--- config.mk ---
export PLATFORM = sky130hd
export DESIGN_NAME = led_sdo_rx
export DESIGN_NICKNAME = d
export VERILOG_FILES = /design/src/rtl/led_sdo_rx.sv
export SDC_FILE = /design/constraint.sdc
export NUM_CORES = 1
export LEC_CHECK = 0
export ABC_AREA = 0
export CAP_MARGIN = 10
export CORE_MARGIN = 2
export CORE_UTILIZATION = 35
export DETAILED_ROUTE_END_ITERATION = 10
export PLACE_DENSITY = 0.57
export RECOVER_POWER = 100
export SYNTH_ARGS = -nofsm -noshare
export SYNTH_HDL_FRONTEND = slang
export SYNTH_SLANG_ARGS = --single-unit
--- constraint.sdc ---
create_clock -name clk_fast -period 1.7 [get_ports clk_fast]
set_input_delay 0.34 -clock clk_fast [delete_from_list [all_inputs] [get_ports clk_fast]]
set_output_delay 0.34 -clock clk_fast [all_outputs]
set_load 0.1 [all_outputs]
--- src/rtl/led_sdo_rx.sv ---
// Oversampling receiver for the LED output link: recovers one WORD_W-bit word per
// lane from cko/sdo, and flags frame completion or a truncated frame.
module led_sdo_rx #(
    parameter int LANES           = 8,
    parameter int WORD_W          = 12,
    parameter int WORDS_PER_FRAME = 1,
    parameter int IDLE_TIMEOUT    = 64
) (
    input  logic                      clk_fast,
    input  logic                      rstn,
    input  logic                      en,
    input  logic                      cko_i,
    input  logic [LANES-1:0]          sdo_i,
    output logic                      word_valid,
    output logic [LANES*WORD_W-1:0]   word_data,
    output logic [7:0]                word_idx,
    output logic                      frame_done,
    output logic                      frame_err,
    output logic                      busy
);

    localparam int BW = $clog2(WORD_W);
    localparam int IW = $clog2(IDLE_TIMEOUT + 1);

    localparam logic [0:0]    ST_IDLE   = 1'b0;
    localparam logic [0:0]    ST_RECV   = 1'b1;
    localparam logic [BW-1:0] BIT_LAST  = BW'(WORD_W - 1);
    localparam logic [BW-1:0] BIT_ONE   = BW'(1);
    localparam logic [BW-1:0] BIT_ZERO  = BW'(0);
    localparam logic [7:0]    WORD_LAST = 8'(WORDS_PER_FRAME - 1);
    localparam logic [IW-1:0] IDLE_SAT  = IW'(IDLE_TIMEOUT);
    localparam logic [IW-1:0] IDLE_HIT  = IW'(IDLE_TIMEOUT - 1);
    localparam logic [IW-1:0] IDLE_ONE  = IW'(1);
    localparam logic [IW-1:0] IDLE_ZERO = IW'(0);

    logic                          cko_s1_q, cko_s2_q, cko_s3_q;
    logic [LANES-1:0]              sdo_s1_q, sdo_s2_q;
    logic [0:0]                    state_q, state_d;
    logic [BW-1:0]                 bit_cnt_q, bit_cnt_d;
    logic [7:0]                    word_cnt_q, word_cnt_d;
    logic [IW-1:0]                 idle_cnt_q, idle_cnt_d;
    logic [LANES-1:0][WORD_W-1:0]  sh_q, sh_d;
    logic                          word_valid_q, word_valid_d;
    logic [LANES*WORD_W-1:0]       word_data_q, word_data_d;
    logic [7:0]                    word_idx_q, word_idx_d;
    logic                          frame_done_q, frame_done_d;
    logic                          frame_err_q, frame_err_d;
    logic                          busy_q;
    logic                          rise_s;

    // Next-state logic: bit sampling, word/frame completion, idle timeout and enable gating.
    always_comb begin
        rise_s       = cko_s2_q & ~cko_s3_q;
        state_d      = state_q;
        bit_cnt_d    = bit_cnt_q;
        word_cnt_d   = word_cnt_q;
        idle_cnt_d   = idle_cnt_q;
        sh_d         = sh_q;
        word_valid_d = 1'b0;
        word_data_d  = word_data_q;
        word_idx_d   = word_idx_q;
        frame_done_d = 1'b0;
        frame_err_d  = 1'b0;
        if (!en) begin
            state_d    = ST_IDLE;
            bit_cnt_d  = BIT_ZERO;
            word_cnt_d = 8'd0;
            idle_cnt_d = IDLE_ZERO;
        end else if (rise_s) begin
            idle_cnt_d = IDLE_ZERO;
            for (int i = 0; i < LANES; i++) begin
                sh_d[i] = {sh_q[i][WORD_W-2:0], sdo_s2_q[i]};
            end
            if (bit_cnt_q == BIT_LAST) begin
                bit_cnt_d    = BIT_ZERO;
                word_valid_d = 1'b1;
                word_idx_d   = word_cnt_q;
                word_data_d  = sh_d;
                if (word_cnt_q == WORD_LAST) begin
                    frame_done_d = 1'b1;
                    word_cnt_d   = 8'd0;
                    state_d      = ST_IDLE;
                end else begin
                    word_cnt_d = word_cnt_q + 8'd1;
                    state_d    = ST_RECV;
                end
            end else begin
                bit_cnt_d = bit_cnt_q + BIT_ONE;
                state_d   = ST_RECV;
            end
        end else begin
            if (idle_cnt_q != IDLE_SAT) begin
                idle_cnt_d = idle_cnt_q + IDLE_ONE;
            end else begin
                idle_cnt_d = idle_cnt_q;
            end
            // The partial word is dropped; word_data keeps the last good word.
            if ((state_q == ST_RECV) && (idle_cnt_q == IDLE_HIT)) begin
                frame_err_d = (bit_cnt_q != BIT_ZERO) || (word_cnt_q != 8'd0);
                bit_cnt_d   = BIT_ZERO;
                word_cnt_d  = 8'd0;
                state_d     = ST_IDLE;
            end else begin
                state_d = state_d;
            end
        end
    end

    // State, synchronizer and output registers with synchronous active-low reset.
    always_ff @(posedge clk_fast) begin
        if (!rstn) begin
            cko_s1_q     <= 1'b0;
            cko_s2_q     <= 1'b0;
            cko_s3_q     <= 1'b0;
            sdo_s1_q     <= {LANES{1'b0}};
            sdo_s2_q     <= {LANES{1'b0}};
            state_q      <= ST_IDLE;
            bit_cnt_q    <= BIT_ZERO;
            word_cnt_q   <= 8'd0;
            idle_cnt_q   <= IDLE_ZERO;
            sh_q         <= {(LANES*WORD_W){1'b0}};
            word_valid_q <= 1'b0;
            word_data_q  <= {(LANES*WORD_W){1'b0}};
            word_idx_q   <= 8'd0;
            frame_done_q <= 1'b0;
            frame_err_q  <= 1'b0;
            busy_q       <= 1'b0;
        end else begin
            cko_s1_q     <= cko_i;
            cko_s2_q     <= cko_s1_q;
            cko_s3_q     <= cko_s2_q;
            sdo_s1_q     <= sdo_i;
            sdo_s2_q     <= sdo_s1_q;
            state_q      <= state_d;
            bit_cnt_q    <= bit_cnt_d;
            word_cnt_q   <= word_cnt_d;
            idle_cnt_q   <= idle_cnt_d;
            sh_q         <= sh_d;
            word_valid_q <= word_valid_d;
            word_data_q  <= word_data_d;
            word_idx_q   <= word_idx_d;
            frame_done_q <= frame_done_d;
            frame_err_q  <= frame_err_d;
            busy_q       <= (state_d == ST_RECV);
        end
    end

    assign word_valid = word_valid_q;
    assign word_data  = word_data_q;
    assign word_idx   = word_idx_q;
    assign frame_done = frame_done_q;
    assign frame_err  = frame_err_q;
    assign busy       = busy_q;

endmodule

Word level (Yosys, flattened, before mapping)
Cells that the tools add are included.
W data, S select, Z words.
{"block": "totals", "reg_bits": 234, "out_inout_bits": 108, "inputBits": 12}
{"block": "op_classes", "n_eq_ne": 4, "addsub": 3, "n_reduce_logical": 14, "mux": 13, "n_bitwise": 5}
{"operator": "$mux W8", "n": 4}
{"operator": "$mux W4", "n": 3}
{"operator": "$add A8 B1 Y8 const B", "n": 1}
{"operator": "$logic_not A8 Y1", "n": 1}
{"operator": "$reduce_bool A8 Y1", "n": 1}
{"operator": "$add A7 B1 Y7 const B", "n": 1}
{"operator": "$eq A7 B6 Y1 const B", "n": 1}
{"operator": "$ne A7 B7 Y1 const B", "n": 1}
{"operator": "$mux W1", "n": 6}
{"operator": "$reduce_and A2 Y1", "n": 3}
{"operator": "$reduce_and A3 Y1", "n": 2}
{"operator": "$add A4 B1 Y4 const B", "n": 1}
{"operator": "$eq A4 B4 Y1 const B", "n": 1}
{"operator": "$not A1 Y1", "n": 4}
{"operator": "$reduce_and A4 Y1", "n": 1}
{"operator": "$reduce_bool A4 Y1", "n": 1}
{"operator": "$reduce_or A4 Y1", "n": 1}
{"operator": "$reduce_or A3 Y1", "n": 1}
{"operator": "$ne A2 B1 Y1 const B", "n": 1}
{"operator": "$reduce_bool A2 Y1", "n": 1}
{"operator": "$and A1 B1 Y1", "n": 1}
{"operator": "$logic_and A1 B1 Y1", "n": 1}
{"operator": "$logic_or A1 B1 Y1", "n": 1}

Depth between registers and ports, before layout
Gate-level depths: netlist of the first run.
{"block": "depth", "word_depth": 4, "ltp_mapped": 7}

Worst setup path before layout of the first run
No wires, ideal clock.
{"block": "synth_path", "path_kind": "flip-flop to flip-flop", "startpoint": "register busy (netlist name)", "endpoint": "register word_cnt_q[5]", "slack_ps": -316, "stages_incl_launch_ff": 5, "arrival_time_ps": 1894, "period_less_slack_ps": 2016, "required_ps": 1578, "cell_sequence": "dfxtp_1 > and4b_1 > nand2_1 > o21a_1 > a221o_1"}
{"element": "end signal, assigned", "line_no": "136", "text": "word_cnt_q <= word_cnt_d;"}
{"element": "end, declared", "line_no": "40", "text": "logic [7:0] word_cnt_q, word_cnt_d;"}

Worst setup path after layout of the first run
{"block": "layout_path", "startpoint": "register word_data_q[8] (netlist: word_data[8])", "endpoint": "output port word_data[8]"}
{"element": "start, declared", "line_no": "44", "text": "logic [LANES*WORD_W-1:0] word_data_q, word_data_d;"}
{"element": "start signal, assigned", "line_no": "123", "text": "word_data_q <= {(LANES*WORD_W){1'b0}};"}
{"element": "start signal, assigned", "line_no": "140", "text": "word_data_q <= word_data_d;"}
{"element": "end, declared", "line_no": "15", "text": "output logic [LANES*WORD_W-1:0] word_data,"}
No word-level cell between the ends.

==> results.yml, run 1 <==
setup_path:
  crit_buf_inv: 1
  path_class: "flop to output port"
  end_kind: "output port"
  cp_top_family: "flip-flops"
  cp_slowest_stage_delay_ps: 400
  startpoint_type: "flop"
  required_ps: 1360
  arrival_ps: 1280
  crit_chain: "clkbuf_4"
  critPathMaxFanout: 2
  slowest_stage: "dfxtp_1"
power:
  cellPowerDensity_nw_per_um2: 1030
  finalPower_mw: 11.2
  p_int_mw: 8.95
  pwr-share-seq_pct: 49.1
  p_sw_share_pct: 20.5
  comb_power_share_pct: 2.3
  power_switching_mw: 2.30
  p_leak_nw: 3.96
  power.clock.fraction_pct: 48.6
  worst_ir_drop_vdd_v: 0.000632
place:
  hpwlAfterDp_mm: 11.6
  portBuffers: 119
  gp_congestion: 0.801
drt:
  drc: 0
  firstDrtPassIters: 4
  viasPerCell: 4.62
  routed_wl_mm: 18.8
  drtIter0Drc: 298
  ant_nets: 0
  vias: 6717
  routedWlPerCell_microns: 12.9
grt:
  grt_pass1_wl_mm: 31.4
  grt_use_total_pct: 14.1
  antenna_found_initial: 0
  grt_start_max_net_pins: 212
  grt.overflow.total: 0
  grt_pass1_vias: 6429
synthesis:
  synthesis.nets: 1017
  yosys_warnings: 0
  synth_edf_count: 0
  synth.distinct_cells: 43
  syn_avg_cell_area_sq_um: 8.74
  syn_area_sq_um: 8730
  syn_inst: 999
  yosys_most_used_dff: "dfxtp_1"
  ys_seq_area_share_pct: 53.6
  netlist.area_leader.share_pct: 53.6
  synth_top_area_cell: "dfxtp_1"
  async_reset_ff_share_pct: 0
  synth_seq_cells: 234
  synth.area.top_cells: "dfxtp_1 54%, nand2_1 17%, a21boi_0 11%"
sta:
  rsz0062_at_grt: "no"
  drv_slew: 0
  hold_viol_final: 0
  finalClockSkew_ps: 12.3
  min_period_over_period_pct: 95.1
  holdWs_ps: 268
  slew_headroom_pct: 14.5
  finalSetupViolCount: 0
  finalCriticalPeriod_ps: 1620
  tightest_slew_ps: 1280
  tns_ps: 0
  fmax_ghz: 0.618
finish:
  syn2layout_area_growth_pct: 25.5
  drive_gt1_share_pct: 17.6
  layout_commonest_cell: "nand2_1"
  final_cell_mix: "392 x nand2_1, 232 x dfxtp_1, 171 x a21boi_0, 109 x clkbuf_4, 28 x clkbuf_16"
  final_nets: 1128
  n_antenna_cell: 0
cts:
  cts.path.max_buffers: 3
  clk_latency_ps: 520
  numCtsBuffers: 26
  cts_max_level: 1
  cts_tree: "done"
  cts_sinks: 234
  ctsHoldBuffers: 0
  clkTransAtPathRegs_ps: 60
  root_buffer: "clkbuf_16"
  post_cts.repair.setup_buffers: 0
  cts-resized-gates: 0
die:
  initial_core_util_pct: 35.8
  core_sq_um: 24400
  die_width_microns: 162
  die_y_microns: 162
  pin_count: 120
  die-area_sq_um: 26200
  rows: 57
run:
  maxCapViolCount: 0
run_status:
  status: "complete, no violations"
hold_path:
  min-delay-path-class: "primary input to flop"
## cells by family after synthesis
group | Yosys count | synth area share (%)
AO/OA/AOI/OAI | 215 | 18.5
multiplexers | 2 | 0.244
adder cells (fa/ha/maj) | 6 | 0.860
flip-flops | 234 | 53.6
XOR/XNOR | 8 | 0.802
buffers and inverters | 73 | 4.06
AND/OR/NAND/NOR | 461 | 21.9
## cell type report
type,instances,area (sq um)
Fill cell,2493,13400
Sequential cell,234,4690
Multi-Input combinational cell,692,3720
Timing Repair Buffer,150,1270
Clock buffer,37,773
Tap cell,324,405
Clock inverter,10,81.3
Inverter,6,22.5
## metal layers
metal | global-route usage (%) | vias to the layer above | wire, microns
met2 | 23.7 | 100 | 8890
met3 | 2.50 | 31 | 652
met4 | 3.70 | 0 | 376
met1 | 18.8 | 3120 | 8890
li1 | - | 3466 | -
met5 | 0 | - | 0
## power groups by stage
stage | combinational, mW | sequential, mW | clock, mW
final | 0.258 | 5.52 | 5.47
after global routing | 0.282 | 5.52 | 5.87
after CTS | 0.267 | 5.52 | 5.65
after detailed placement | 0.266 | 5.64 | 0
after global placement | 0.267 | 5.64 | 0
after floorplan | 0.172 | 5.64 | 0
## state kept, by name, summed over array words and instances (netlist names)
| name | cells |
|---|---|
| word_data | 96 |
| sh_q | 88 |
| sdo_s1_q | 8 |
| sdo_s2_q | 8 |
| word_cnt_q | 8 |
| word_idx | 8 |
| idle_cnt_q | 7 |
| bit_cnt_q | 4 |
| busy | 1 |
| cko_s1_q | 1 |
| cko_s2_q | 1 |
| cko_s3_q | 1 |
| frame_done | 1 |
| frame_err | 1 |
| word_valid | 1 |
## cells in the mapped netlist, drive strengths merged (3+ instances only)
master / number
nand2: 393
dfxtp: 234
a21boi: 192
buf: 35
clkbuf: 32
and2: 19
nor2: 17
nand3: 7
nor3: 7
a21oi: 6
ha: 6
inv: 6
xnor2: 5
o21ai: 4
a211o: 3
a22o: 3
and3: 3
nand3b: 3
xor2: 3
## worst paths after layout
path | from | end | slack, ps | cells after the start
setup reg to reg | word_cnt_q[0]$_SDFFE_PN0P_ | word_cnt_q[5]$_SDFFE_PN0P_ | 100 | 6
hold reg to reg | sdo_s1_q[5]$_SDFF_PN0_ | sdo_s2_q[5]$_SDFF_PN0_ | 430 | 1
setup / recovery | word_data[8]$_SDFFE_PN0P_ | word_data[8] | 80 | 1
hold / removal | rstn | busy$_SDFFE_PN0P_ | 270 | 4
## stage by stage
stage	util, %	instances	worst slack, ps	instance area (sq um)
6_report	44.9	1453	82.7	11000
4_1_cts	50.5	1452	47.1	12300
3_3_place_gp	47.0	1405	-180	11500
3_5_place_dp	47.0	1405	-184	11500
2_1_floorplan	-	999	14.7	8730
5_1_grt	44.9	1453	6.53	11000
Note: power is estimated with default switching activity, not from simulation.
==> run 2: changes to the inputs <==
--- a/config.mk
+++ b/config.mk
@@ -9,6 +9,7 @@
 export CAP_MARGIN = 10
 export CORE_MARGIN = 2
 export CORE_UTILIZATION = 35
+export CTS_BUF_LIST = sky130_fd_sc_hd__clkbuf_4
 export DETAILED_ROUTE_END_ITERATION = 10
 export PLACE_DENSITY = 0.57
 export RECOVER_POWER = 100
==> run 2 against run 1 <==
- the flow now finishes with violations (capacitance limit, slew limit)
- die area is the same
- clock power shrank 13%
- worst setup slack lost 0.75 ps
- register-to-register slack is essentially flat
- cell area grew 3.6%
- count of clock-buffer cells in the layout grew 57
- critical path type unchanged
- critical endpoint is now word_data[44]
- largest cell class unchanged
- highest routed layer unchanged
==> results.yml, run 2 (same netlist as run 1, synthesis figures left out) <==
grt:
  grt_use_total_pct: 14.4
  grt_pass1_wl_mm: 31.7
  antenna_found_initial: 1
  grt_start_max_net_pins: 212
  grt.overflow.total: 0
  grt_pass1_vias: 6722
finish:
  layout_commonest_cell: "nand2_1"
  fillers: 2516
  syn2layout_area_growth_pct: 30.0
  utilization_pct: 46.5
  final_nets: 1166
  layout.cells.non_filler: 1511
  final_cell_mix: "392 x nand2_1, 228 x dfxtp_1, 181 x a21boi_0, 99 x buf_6, 96 x clkbuf_4"
  largest_register_ff_count: 96
  seq_area_sq_um: 4690
  multi_input_area_sq_um: 3720
  drive_gt1_share_pct: 22.0
die:
  die-area_sq_um: 26200
  pin_count: 120
  initial_core_util_pct: 35.8
  die_width_microns: 162
  core_sq_um: 24400
  die_y_microns: 162
  rows: 57
setup_path:
  slowest_stage: "dfxtp_1"
  required_ps: 1360
  cp_slowest_stage_delay_ps: 380
  path_class: "flop to output port"
  crit_buf_inv: 1
  crit_chain: "buf_6"
  critPathMaxFanout: 2
  cp_top_family: "flip-flops"
  end_kind: "output port"
  startpoint_type: "flop"
  arrival_ps: 1280
sta:
  rsz0062_at_grt: "no"
  finalSetupViolCount: 0
  hold_viol_final: 0
  tightest_slew_ps: 1740
  min_period_over_period_pct: 95.2
  fmax_ghz: 0.618
  drv_slew: 212
  slew_headroom_pct: -15.9
  holdWs_ps: 102
  finalCriticalPeriod_ps: 1620
  finalClockSkew_ps: 39.5
drt:
  drc: 0
  vias: 6902
  firstDrtPassIters: 4
  routed_wl_mm: 19.3
  ant_nets: 0
  viasPerCell: 4.57
  routedWlPerCell_microns: 12.8
  drtIter0Drc: 268
run:
  maxCapViolCount: 1
cts:
  clkTransAtPathRegs_ps: 70
  cts.path.max_buffers: 3
  cts_tree: "done"
  cts_max_level: 2
  numCtsBuffers: 61
  clk_latency_ps: 660
  cts_sinks: 234
  root_buffer: "clkbuf_4"
place:
  portBuffers: 119
  hpwlAfterDp_mm: 11.6
  place_inst: 1405
  gp_congestion: 0.801
hold_path:
  min-delay-path-class: "primary input to flop"
run_status:
  status: "finished, violations left"
  violations: "capacitance limit, slew limit"
power:
  cellPowerDensity_nw_per_um2: 927
  worst_ir_drop_vdd_v: 0.000411
  p_leak_nw: 4.15
## run 2: cell count changes in the layout (fill, tap and decap cells not counted), moves of 7 or more
cell / previous run / this run
a21boi_0: 171 / 181
clkbuf_4: 109 / 96
a21boi_1: 21 / 11
buf_8: 0 / 7
buf_6: 2 / 99
clkbuf_16: 28 / 1
## run 2: path summary, 6_finish.rpt
| check | startpoint | to | slack (ps) | cells after the start |
|---|---|---|---|---|
| worst min-delay path | rstn | busy$_SDFFE_PN0P_ | 100 | 4 |
| worst min register to register | cko_s1_q$_SDFF_PN0_ | cko_s2_q$_SDFF_PN0_ | 430 | 1 |
| worst max-delay path | word_data[44]$_SDFFE_PN0P_ | word_data[44] | 80 | 1 |
| worst max register to register | word_cnt_q[0]$_SDFFE_PN0P_ | word_cnt_q[5]$_SDFFE_PN0P_ | 110 | 6 |
## run 2: per-layer routing
layer | wire [microns] | global-route usage (%) | vias up
met3 | 883 | 3.35 | 27
li1 | - | - | 3574
met4 | 286 | 5.71 | 0
met1 | 8900 | 18.3 | 3176
met2 | 9230 | 23.8 | 125
met5 | 0 | 0 | -
## run 2: timing repair
item,in CTS,in global routing
buffers inserted,0,2
cloned,0,2
pin swaps,0,1
hold buffers,0,0
setup endpoints to repair,4,31
gates resized for setup,4,5
## run 2: final cells by class
| type | instances | share of cell area, % |
|---|---|---|
| clock inverter | 7 | 0.485 |
| multi-input combinational | 692 | 32.8 |
| tap | 324 | 3.57 |
| sequential | 234 | 41.3 |
| antenna | 1 | 0.0220 |
| inverter | 6 | 0.198 |
| clock buffer | 94 | 6.22 |
| timing repair buffer | 153 | 15.4 |
## run 2: power by group
| group | internal (mW) | switching, mW | leakage [nW] | total (mW) |
|---|---|---|---|---|
| clock | 2.62 | 2.12 | 0.461 | 4.74 |
| combinational | 0.130 | 0.134 | 1.80 | 0.264 |
| sequential | 5.51 | 0.0121 | 1.89 | 5.52 |
## run 2: stage by stage
stage | instance area, sq um | worst slack [ps] | setup TNS [ps] | total power, mW
final | 11400 | 82.0 | 0 | 10.5
after floorplan | 8730 | 14.7 | 0 | 5.82
after global placement | 11500 | -180 | -19240 | 5.91
after global routing | 11400 | 1.48 | 0 | 11.0
after detailed placement | 11500 | -184 | -23320 | 5.91
after CTS | 12200 | 7.68 | 0 | 10.7
## run 2: worst min-delay path, stage by stage
cell and delay (ps):
buf_4 130, nand2_1 80, buf_4 140, a21oi_1 40
==> run 3: changes to the inputs <==
--- a/config.mk
+++ b/config.mk
@@ -13,6 +13,7 @@
 export DETAILED_ROUTE_END_ITERATION = 10
 export PLACE_DENSITY = 0.57
 export RECOVER_POWER = 100
+export REMOVE_ABC_BUFFERS = 1
 export SYNTH_ARGS = -nofsm -noshare
 export SYNTH_HDL_FRONTEND = slang
 export SYNTH_SLANG_ARGS = --single-unit
==> run 3 against run 2 <==
- the run now ends clean
- maximum frequency decreased by 0.85%
- first-iteration DRC count increased by 43%
- routed wire length increased by 2.0%
- clock power increased by 2%
- largest cell class unchanged
- critical path depth unchanged
- sequential share of layout area about the same
- final cell count increased by 0.13%
- global-route usage increased by 0.17 points
- worst setup slack got worse by 14 ps
- die area unchanged
- combinational power decreased by 2%
- total power increased by 0.99%
==> results.yml, run 3 (same netlist as run 1, synthesis figures left out) <==
run_status:
  status: "complete, no violations"
grt:
  grt_pass1_vias: 6492
  antenna_found_initial: 1
  grt_use_total_pct: 14.6
  grt_pass1_wl_mm: 31.9
  grt_start_max_net_pins: 60
  grt.overflow.total: 0
setup_path:
  crit_buf_inv: 1
  worst-r2r-cell-count: 7
  path_class: "flop to output port"
  startpoint_type: "flop"
  slowest_stage: "dfxtp_1"
  cp_slowest_stage_delay_ps: 420
  reg2reg_to: "word_data[73]$_SDFFE_PN0P_"
  arrival_ps: 1290
  timing.rr.start: "bit_cnt_q[1]$_SDFFE_PN0P_"
  end_kind: "output port"
  required_ps: 1360
  crit_chain: "buf_12"
  r2r_setup_slack_ps: 100
  critPathMaxFanout: 2
  cp_top_family: "flip-flops"
sta:
  finalCriticalPeriod_ps: 1630
  fmax_ghz: 0.613
  fin_ws_ps: 68.1
  tns_ps: 0
  hold_viol_final: 0
  rsz0062_at_grt: "no"
  tightest_slew_ps: 1030
  finalClockSkew_ps: 43.7
  min_period_over_period_pct: 96.0
  finalSetupViolCount: 0
  drv_slew: 0
  slew_headroom_pct: 31.0
die:
  pin_count: 120
  die_y_microns: 162
  die-area_sq_um: 26200
  core_sq_um: 24400
  rows: 57
  die_width_microns: 162
  initial_core_util_pct: 35.8
cts:
  clk_latency_ps: 670
  clkTransAtPathRegs_ps: 70
  root_buffer: "clkbuf_4"
  numCtsBuffers: 60
  cts.path.max_buffers: 3
  cts_tree: "done"
  cts_sinks: 234
  cts_max_level: 2
  ctsHoldBuffers: 0
drt:
  routed_wl_mm: 19.7
  viasPerCell: 4.57
  firstDrtPassIters: 4
  drtIter0Drc: 383
  routedWlPerCell_microns: 13.0
  vias: 6911
  drc: 0
  ant_nets: 0
finish:
  final_cell_mix: "392 x nand2_1, 226 x dfxtp_1, 158 x a21boi_0, 102 x clkbuf_4, 95 x buf_6"
  final_cell_area_sq_um: 11400
  layout.cells.non_filler: 1513
  largest_register_ff_count: 96
  drive_gt1_share_pct: 22.4
  final_nets: 1166
  layout_commonest_cell: "nand2_1"
  syn2layout_area_growth_pct: 30.2
power:
  worst_ir_drop_vdd_v: 0.000370
  p_leak_nw: 4.17
  finalPower_mw: 10.6
  cellPowerDensity_nw_per_um2: 935
place:
  portBuffers: 119
  place_inst: 1405
  gp_congestion: 0.754
  dpl_cell_area_sq_um: 11400
  hpwlAfterDp_mm: 11.8
  pre_cts_slack_ps: -208
hold_path:
  holdPathStages: 4
  min-delay-path-class: "primary input to flop"
  whs_endpoint: "bit_cnt_q[1]$_SDFFE_PN0P_"
  hold_start: "rstn"
run:
  maxCapViolCount: 0
==> run 3: final cells by class <==
| class | instances | area (sq um) |
|---|---|---|
| fill | 2485 | 13000 |
| sequential | 234 | 4690 |
| multi-input combinational | 692 | 3720 |
| timing repair buffer | 154 | 1750 |
| clock buffer | 99 | 743 |
| tap | 324 | 405 |
| clock inverter | 3 | 37.5 |
| inverter | 6 | 22.5 |
| antenna | 1 | 2.50 |
==> run 3: worst max-delay path by stage <==
stage	start	to	slack, ps	cells after the start
floorplan	cko_s2_q$_SDFF_PN0_	word_data[0]$_SDFFE_PN0P_	-2120	4
global placement	en	word_cnt_q[2]$_SDFFE_PN0P_	-200	5
detailed placement	en	sh_q[54]$_SDFFE_PN0P_	-210	5
CTS	word_data[27]$_SDFFE_PN0P_	word_data[27]	0.6	1
global route	word_data[52]$_SDFFE_PN0P_	word_data[52]	1	1
finish	word_data[39]$_SDFFE_PN0P_	word_data[39]	70	1
==> run 3: power by group <==
group / internal [mW] / total (mW) / switching (mW)
clock network: 2.73 / 4.85 / 2.12
logic: 0.121 / 0.260 / 0.139
registers: 5.51 / 5.52 / 0.0113
total: 8.36 / 10.6 / 2.27
==> run 3: stage by stage <==
stage          util [%]  hold WS, ps
5_1_grt            46.6          116
2_1_floorplan         -          412
3_5_place_dp       46.9          419
4_1_cts            50.1          116
6_report           46.6          169
3_3_place_gp       46.9          414
==> run 3: timing repair <==
item / CTS / global route
pin swaps: 0 / 1
gates resized for setup: 3 / 10
buffers inserted: 0 / 3
gates cloned: 0 / 2
endpoints found under the setup margin: 3 / 73
==> run 3: routing by layer <==
metal	share of wire, %	global-route usage, %
met2	46	23.4
met1	47	18.9
met3	5.0	3.88
met4	1.9	5.39
met5	0	0
